--- src/rtl/key_event_ctrl.sv ---
// Per-key event generator downstream of the debouncer: press/release/click/long/repeat.
// `release` and `repeat` are SV keywords, so those outputs carry an _evt suffix.
module key_event_ctrl #(
    parameter int unsigned N_KEYS     = 4,
    parameter int unsigned CLK_PER_MS = 50000,
    parameter int unsigned LONG_MS    = 1000,
    parameter int unsigned REPEAT_MS  = 200
) (
    input  logic              clk,
    input  logic              rstn,
    input  logic [N_KEYS-1:0] key_v,
    input  logic              key_vld,
    output logic [N_KEYS-1:0] press,
    output logic [N_KEYS-1:0] release_evt,
    output logic [N_KEYS-1:0] click,
    output logic [N_KEYS-1:0] long_press,
    output logic [N_KEYS-1:0] repeat_evt,
    output logic [N_KEYS-1:0] held
);

    localparam int unsigned CW = (CLK_PER_MS > 1) ? $clog2(CLK_PER_MS) : 1;
    localparam int unsigned HW = $clog2(LONG_MS + 1);
    localparam int unsigned RW = (REPEAT_MS > 0) ? $clog2(REPEAT_MS + 1) : 1;

    localparam logic [CW-1:0] TICK_LAST = CW'(CLK_PER_MS - 1);
    localparam logic [HW-1:0] HOLD_LAST = HW'(LONG_MS - 1);
    localparam logic [RW-1:0] REP_LAST  = (REPEAT_MS > 0) ? RW'(REPEAT_MS - 1) : '0;

    localparam logic [1:0] ST_IDLE  = 2'd0;
    localparam logic [1:0] ST_SHORT = 2'd1;
    localparam logic [1:0] ST_LONG  = 2'd2;

    logic [CW-1:0]     tick_cnt_q, tick_cnt_d;
    logic              tick;
    logic [N_KEYS-1:0] k_q, k_d;
    logic [N_KEYS-1:0] key_dn, key_up;

    logic [1:0]    st_q   [N_KEYS];
    logic [1:0]    st_d   [N_KEYS];
    logic [HW-1:0] hold_q [N_KEYS];
    logic [HW-1:0] hold_d [N_KEYS];
    logic [RW-1:0] rep_q  [N_KEYS];
    logic [RW-1:0] rep_d  [N_KEYS];

    logic [N_KEYS-1:0] press_d, release_d, click_d, long_d, repeat_d;

    always_comb begin
        tick       = (tick_cnt_q == TICK_LAST);
        tick_cnt_d = tick ? '0 : tick_cnt_q + CW'(1);
    end

    assign key_dn = {N_KEYS{key_vld}} & k_q & ~key_v;
    assign key_up = {N_KEYS{key_vld}} & ~k_q & key_v;
    assign k_d    = key_vld ? key_v : k_q;
    assign held   = ~k_q;

    always_comb begin
        press_d   = '0;
        release_d = '0;
        click_d   = '0;
        long_d    = '0;
        repeat_d  = '0;
        for (int i = 0; i < N_KEYS; i++) begin
            st_d[i]   = st_q[i];
            hold_d[i] = hold_q[i];
            rep_d[i]  = rep_q[i];
            case (st_q[i])
                ST_IDLE: begin
                    if (key_dn[i]) begin
                        st_d[i]    = ST_SHORT;
                        press_d[i] = 1'b1;
                        hold_d[i]  = '0;
                    end
                end
                ST_SHORT: begin
                    // A release in the same cycle as a tick takes priority.
                    if (key_up[i]) begin
                        st_d[i]      = ST_IDLE;
                        release_d[i] = 1'b1;
                        click_d[i]   = 1'b1;
                        hold_d[i]    = '0;
                    end else if (tick) begin
                        if (hold_q[i] == HOLD_LAST) begin
                            st_d[i]   = ST_LONG;
                            long_d[i] = 1'b1;
                            hold_d[i] = '0;
                            rep_d[i]  = '0;
                        end else begin
                            hold_d[i] = hold_q[i] + HW'(1);
                        end
                    end
                end
                ST_LONG: begin
                    if (key_up[i]) begin
                        st_d[i]      = ST_IDLE;
                        release_d[i] = 1'b1;
                        rep_d[i]     = '0;
                    end else if (tick && (REPEAT_MS > 0)) begin
                        if (rep_q[i] == REP_LAST) begin
                            repeat_d[i] = 1'b1;
                            rep_d[i]    = '0;
                        end else begin
                            rep_d[i] = rep_q[i] + RW'(1);
                        end
                    end
                end
                default: begin
                    st_d[i]   = ST_IDLE;
                    hold_d[i] = '0;
                    rep_d[i]  = '0;
                end
            endcase
        end
    end

    always_ff @(posedge clk or negedge rstn) begin
        if (!rstn) begin
            tick_cnt_q  <= '0;
            k_q         <= '1;
            press       <= '0;
            release_evt <= '0;
            click       <= '0;
            long_press  <= '0;
            repeat_evt  <= '0;
            for (int i = 0; i < N_KEYS; i++) begin
                st_q[i]   <= ST_IDLE;
                hold_q[i] <= '0;
                rep_q[i]  <= '0;
            end
        end else begin
            tick_cnt_q  <= tick_cnt_d;
            k_q         <= k_d;
            press       <= press_d;
            release_evt <= release_d;
            click       <= click_d;
            long_press  <= long_d;
            repeat_evt  <= repeat_d;
            for (int i = 0; i < N_KEYS; i++) begin
                st_q[i]   <= st_d[i];
                hold_q[i] <= hold_d[i];
                rep_q[i]  <= rep_d[i];
            end
        end
    end

endmodule

--- config.mk ---
export PLATFORM = sky130hd
export DESIGN_NAME = key_event_ctrl
export DESIGN_NICKNAME = d
export VERILOG_FILES = /design/src/rtl/key_event_ctrl.sv
export SDC_FILE = /design/constraint.sdc
export NUM_CORES = 1
export LEC_CHECK = 0
export CAP_MARGIN = 15
export CORE_MARGIN = 8
export CORE_UTILIZATION = 50
export CTS_CLUSTER_DIAMETER = 80
export DETAILED_ROUTE_END_ITERATION = 7
export PLACE_DENSITY = 0.67
export SLEW_MARGIN = 10
export SYNTH_ARGS = -nofsm -noshare
export SYNTH_HDL_FRONTEND = slang
export SYNTH_SLANG_ARGS = --single-unit
--- constraint.sdc ---
create_clock -name clk -period 2.3 [get_ports clk]
set_clock_uncertainty 0.15 [all_clocks]
set_input_delay 0.69 -clock clk [delete_from_list [all_inputs] [get_ports clk]]
set_output_delay 0.69 -clock clk [all_outputs]
set_load 0.02 [all_outputs]
==> results.py <==
metrics = {
    "power": {
        "power.ir.vdd_worst_mv": 0.5102,
        "power_per_cell_area_nw_per_um2": 838.7,
        "finalPower_uw": 6986,
        "power_leakage_uw": 0.003682,
    },
    "drt": {
        "number_of_design_rule_violations_left_by_the_first_detailed_router_iteration": 439,
        "detailroute.via_count": 5768,
        "drtPass1Iterations": 5,
        "avgViaCountPerCell": 5.862,
        "detail_route.wl_per_cell_um": 16.20,
        "drt-total-wl_mm": 15.94,
        "remaining_antenna_violation_count_after_routing": 0,
        "drc_violations_left": 0,
    },
    "sta": {
        "fin_crit_sh": 1.008,
        "timing.hold.ws_ns": 0.07043,
        "max_slew_margin": 0.6003,
        "setup_viol": 2,
        "clock_period_minus_final_worst_setup_slack_ns": 2.319,
        "max_transition_viols_final": 0,
        "final.setup.worst_slack_ns": -0.01900,
        "hold_violations": 0,
        "clock.fmax_mhz": 431.2,
        "max_slew.worst_pin.slew_ns": 0.5941,
    },
    "placed_design": {
        "dp_hpwl_mm": 10.85,
        "placement.io_buffers": 30,
        "gp_congestion": 0.8576,
        "pre_cts_slack_ns": -0.7190,
        "placedCellCount": 951,
    },
    "synth": {
        "netlist.top_cell.by_area": "sky130_fd_sc_hd__dfrtp_1",
        "synth_cell_types": 56,
        "number_of_synthesized_register_bits": 120,
        "yosys_warn_count": 0,
        "synth.top_cell.area_share": 0.4530,
        "synth_top_flop_cell": "sky130_fd_sc_hd__dfrtp_1",
        "async_reset_ff_frac": 1.000,
        "postSynthAreaPerCell_um2": 9.395,
        "syn-instance-count": 682,
        "yosysSeqAreaShare": 0.4694,
        "synth.top_cells.by_area": "sky130_fd_sc_hd__dfrtp_1 (45%), sky130_fd_sc_hd__o21ai_0 (7.2%), sky130_fd_sc_hd__o31ai_1 (4.7%)",
        "mappedNetlistNets": 710,
        "syn-cell-area_um2": 6407,
        "count_of_flip_flops_with_a_built_in_enable_after_synthesis": 0,
    },
    "cells_and_area": {
        "layout.nets": 828,
        "final_layout_size_suffix_gt1_frac": 0.2007,
        "filler_cells_inserted": 1010,
        "layout.cells.non_filler": 984,
        "fin_util": 0.6627,
        "most-common-layout-cells": "sky130_fd_sc_hd__dfrtp_1 (116), sky130_fd_sc_hd__buf_4 (87), sky130_fd_sc_hd__o21ai_0 (81)",
        "layout.cells.most_common": "sky130_fd_sc_hd__dfrtp_1",
        "antenna_cells_inserted": 0,
        "layout-area-overhead-vs-synth_pct": 29.99,
    },
    "floorplan": {
        "ios": 31,
        "initial_core_util": 0.5098,
        "placeableCoreArea_um2": 12570,
        "die_h_um": 129.2,
        "rows": 41,
        "fp.dieArea_um2": 16690,
        "floorplan.die.width_um": 129.2,
    },
    "worst_hold_path": {
        "min_path_type": "input port to async pin",
    },
    "worst_setup_path": {
        "timing_worst_setup_path_type": "input port to flop",
        "startpoint": "key_v[2]",
        "timing.critical_path.fanout_max": 11,
        "critical_path_arrival_ns": 2.47,
        "worst_r2r_startpoint": "k_q[1]",
        "critical_path_required_time_ns": 2.45,
        "worst_setup_path_end_kind": "flop",
        "critPathLaunchType": "input port",
    },
    "global_route": {
        "first_global_vias": 5707,
        "grt_first_pass_wirelength_mm": 26.64,
        "grt_antenna_before_repair": 0,
        "grt.overflow.total": 0,
        "global_route.usage.total": 0.1973,
        "grt_start_max_net_pins": 33,
    },
    "run": {
        "count_of_max_cap_constraint_violations": 0,
    },
    "clock_network": {
        "clkSinkCount": 120,
        "clock_tree.root_cell": "sky130_fd_sc_hd__clkbuf_16",
        "maximum_number_of_buffers_from_clock_root_to_sink": 2,
        "cts_tree": "done",
        "clock_latency_ns": 0.41,
        "cts_htree_levels": 4,
        "cts_inserted_buffers": 17,
        "clk_transition_reported_paths_ns": 0.05,
    },
    "outcome": {
        "run_status": "finished, violations left",
        "failing_checks": "setup timing",
    },
}
## power by group
part	internal, µW	switching, µW	leakage [µW]	total, µW
registers	2220	58.1	0.00163	2270
logic	880	1150	0.00175	2030
clock network	1770	913	0.000296	2680
total	4870	2120	0.00368	6990
## synthesized netlist by cell type (6+ instances only)
library cell / number
sky130_fd_sc_hd__nor2_1: 45
sky130_fd_sc_hd__a21oi_1: 14
sky130_fd_sc_hd__o21ai_0: 92
sky130_fd_sc_hd__nand2b_1: 8
sky130_fd_sc_hd__nor4_1: 6
sky130_fd_sc_hd__dfrtp_1: 116
sky130_fd_sc_hd__and2_1: 13
sky130_fd_sc_hd__nand3b_1: 14
sky130_fd_sc_hd__inv_1: 28
sky130_fd_sc_hd__nand2_1: 52
sky130_fd_sc_hd__nor3_1: 24
sky130_fd_sc_hd__o41ai_1: 8
sky130_fd_sc_hd__a311oi_1: 10
sky130_fd_sc_hd__nand4_1: 12
sky130_fd_sc_hd__ha_1: 21
sky130_fd_sc_hd__clkbuf_1: 14
sky130_fd_sc_hd__xnor2_1: 8
sky130_fd_sc_hd__nor3b_1: 14
sky130_fd_sc_hd__o31ai_1: 40
sky130_fd_sc_hd__and3_1: 30
sky130_fd_sc_hd__nand3_1: 42
## final cells by class
type                    instances  area, µm²  share of cell area
clock buffers                  22      474.2             0.05693
clock inverters                 9      122.6             0.01472
inverters                      28      105.1             0.01262
multi-input cells             513       3392              0.4072
flip-flops and latches        120       3008              0.3611
well taps                     172      215.2             0.02584
repair buffers                120       1012              0.1215
## repair_timing
action | 4_1_cts | 5_1_grt
hold buffers | 0 | 0
gates resized for setup | 19 | 37
pin swaps | 3 | 7
buffers inserted | 0 | 2
endpoints found under the setup margin | 47 | 38
## worst max-delay path, cell delays in order
cell,delay [ns]
sky130_fd_sc_hd__clkdlybuf4s50_1,0.45
sky130_fd_sc_hd__buf_4,0.17
sky130_fd_sc_hd__nand3b_1,0.20
sky130_fd_sc_hd__nand2_1,0.10
sky130_fd_sc_hd__buf_4,0.15
sky130_fd_sc_hd__buf_4,0.17
sky130_fd_sc_hd__a311oi_1,0.35
sky130_fd_sc_hd__o21ai_2,0.12
sky130_fd_sc_hd__o41ai_2,0.07
## path summary, 6_finish.rpt
path,endpoint,slack (ns),cells past startpoint
max in group asynchronous,hold_q[6],1.30,2
min,hold_q[29],0.07,1
min in group clk,tick_cnt_q[15],0.34,1
min reg2reg,tick_cnt_q[15],0.34,1
max reg2reg,rep_q[21],0.12,5
max,hold_q[18],-0.02,9
## registers in the layout, summed over array words and instances (netlist names)
signal       flops
release_evt      4
long_press       4
st_q             8
click            4
rep_q           32
press            4
repeat_evt       4
hold_q          40
k_q              4
tick_cnt_q      16
## layer usage
layer	routed length [µm]	up-vias	GRT usage
met5	0	-	0
met4	222	0	0.06842
met3	702	24	0.04807
met2	7806	122	0.3251
met1	7208	2832	0.2477
li1	-	2790	-
## cells by family (layout without fill, tap and decap cells)
| logic type | Yosys count | count (layout) | share of synthesized area |
|---|---|---|---|
| AO/OA/AOI/OAI | 183 | 183 | 0.1802 |
| XOR/XNOR | 13 | 13 | 0.01777 |
| AND/OR/NAND/NOR | 291 | 291 | 0.2525 |
| multiplexers | 5 | 5 | 0.007811 |
| adder cells (fa/ha/maj) | 21 | 21 | 0.04101 |
| buffers and inverters | 49 | 179 | 0.03124 |
| flip-flops | 120 | 120 | 0.4694 |
## metrics by stage
step                      setup TNS (ns)  instance area (µm²)
after floorplan                        0                 6407
after global placement            -32.77                 7536
after detailed placement          -35.35                 7536
after CTS                              0                 8185
after global routing             -0.1685                 8329
final                           -0.03176                 8329
(Power assumes the default switching activity.)
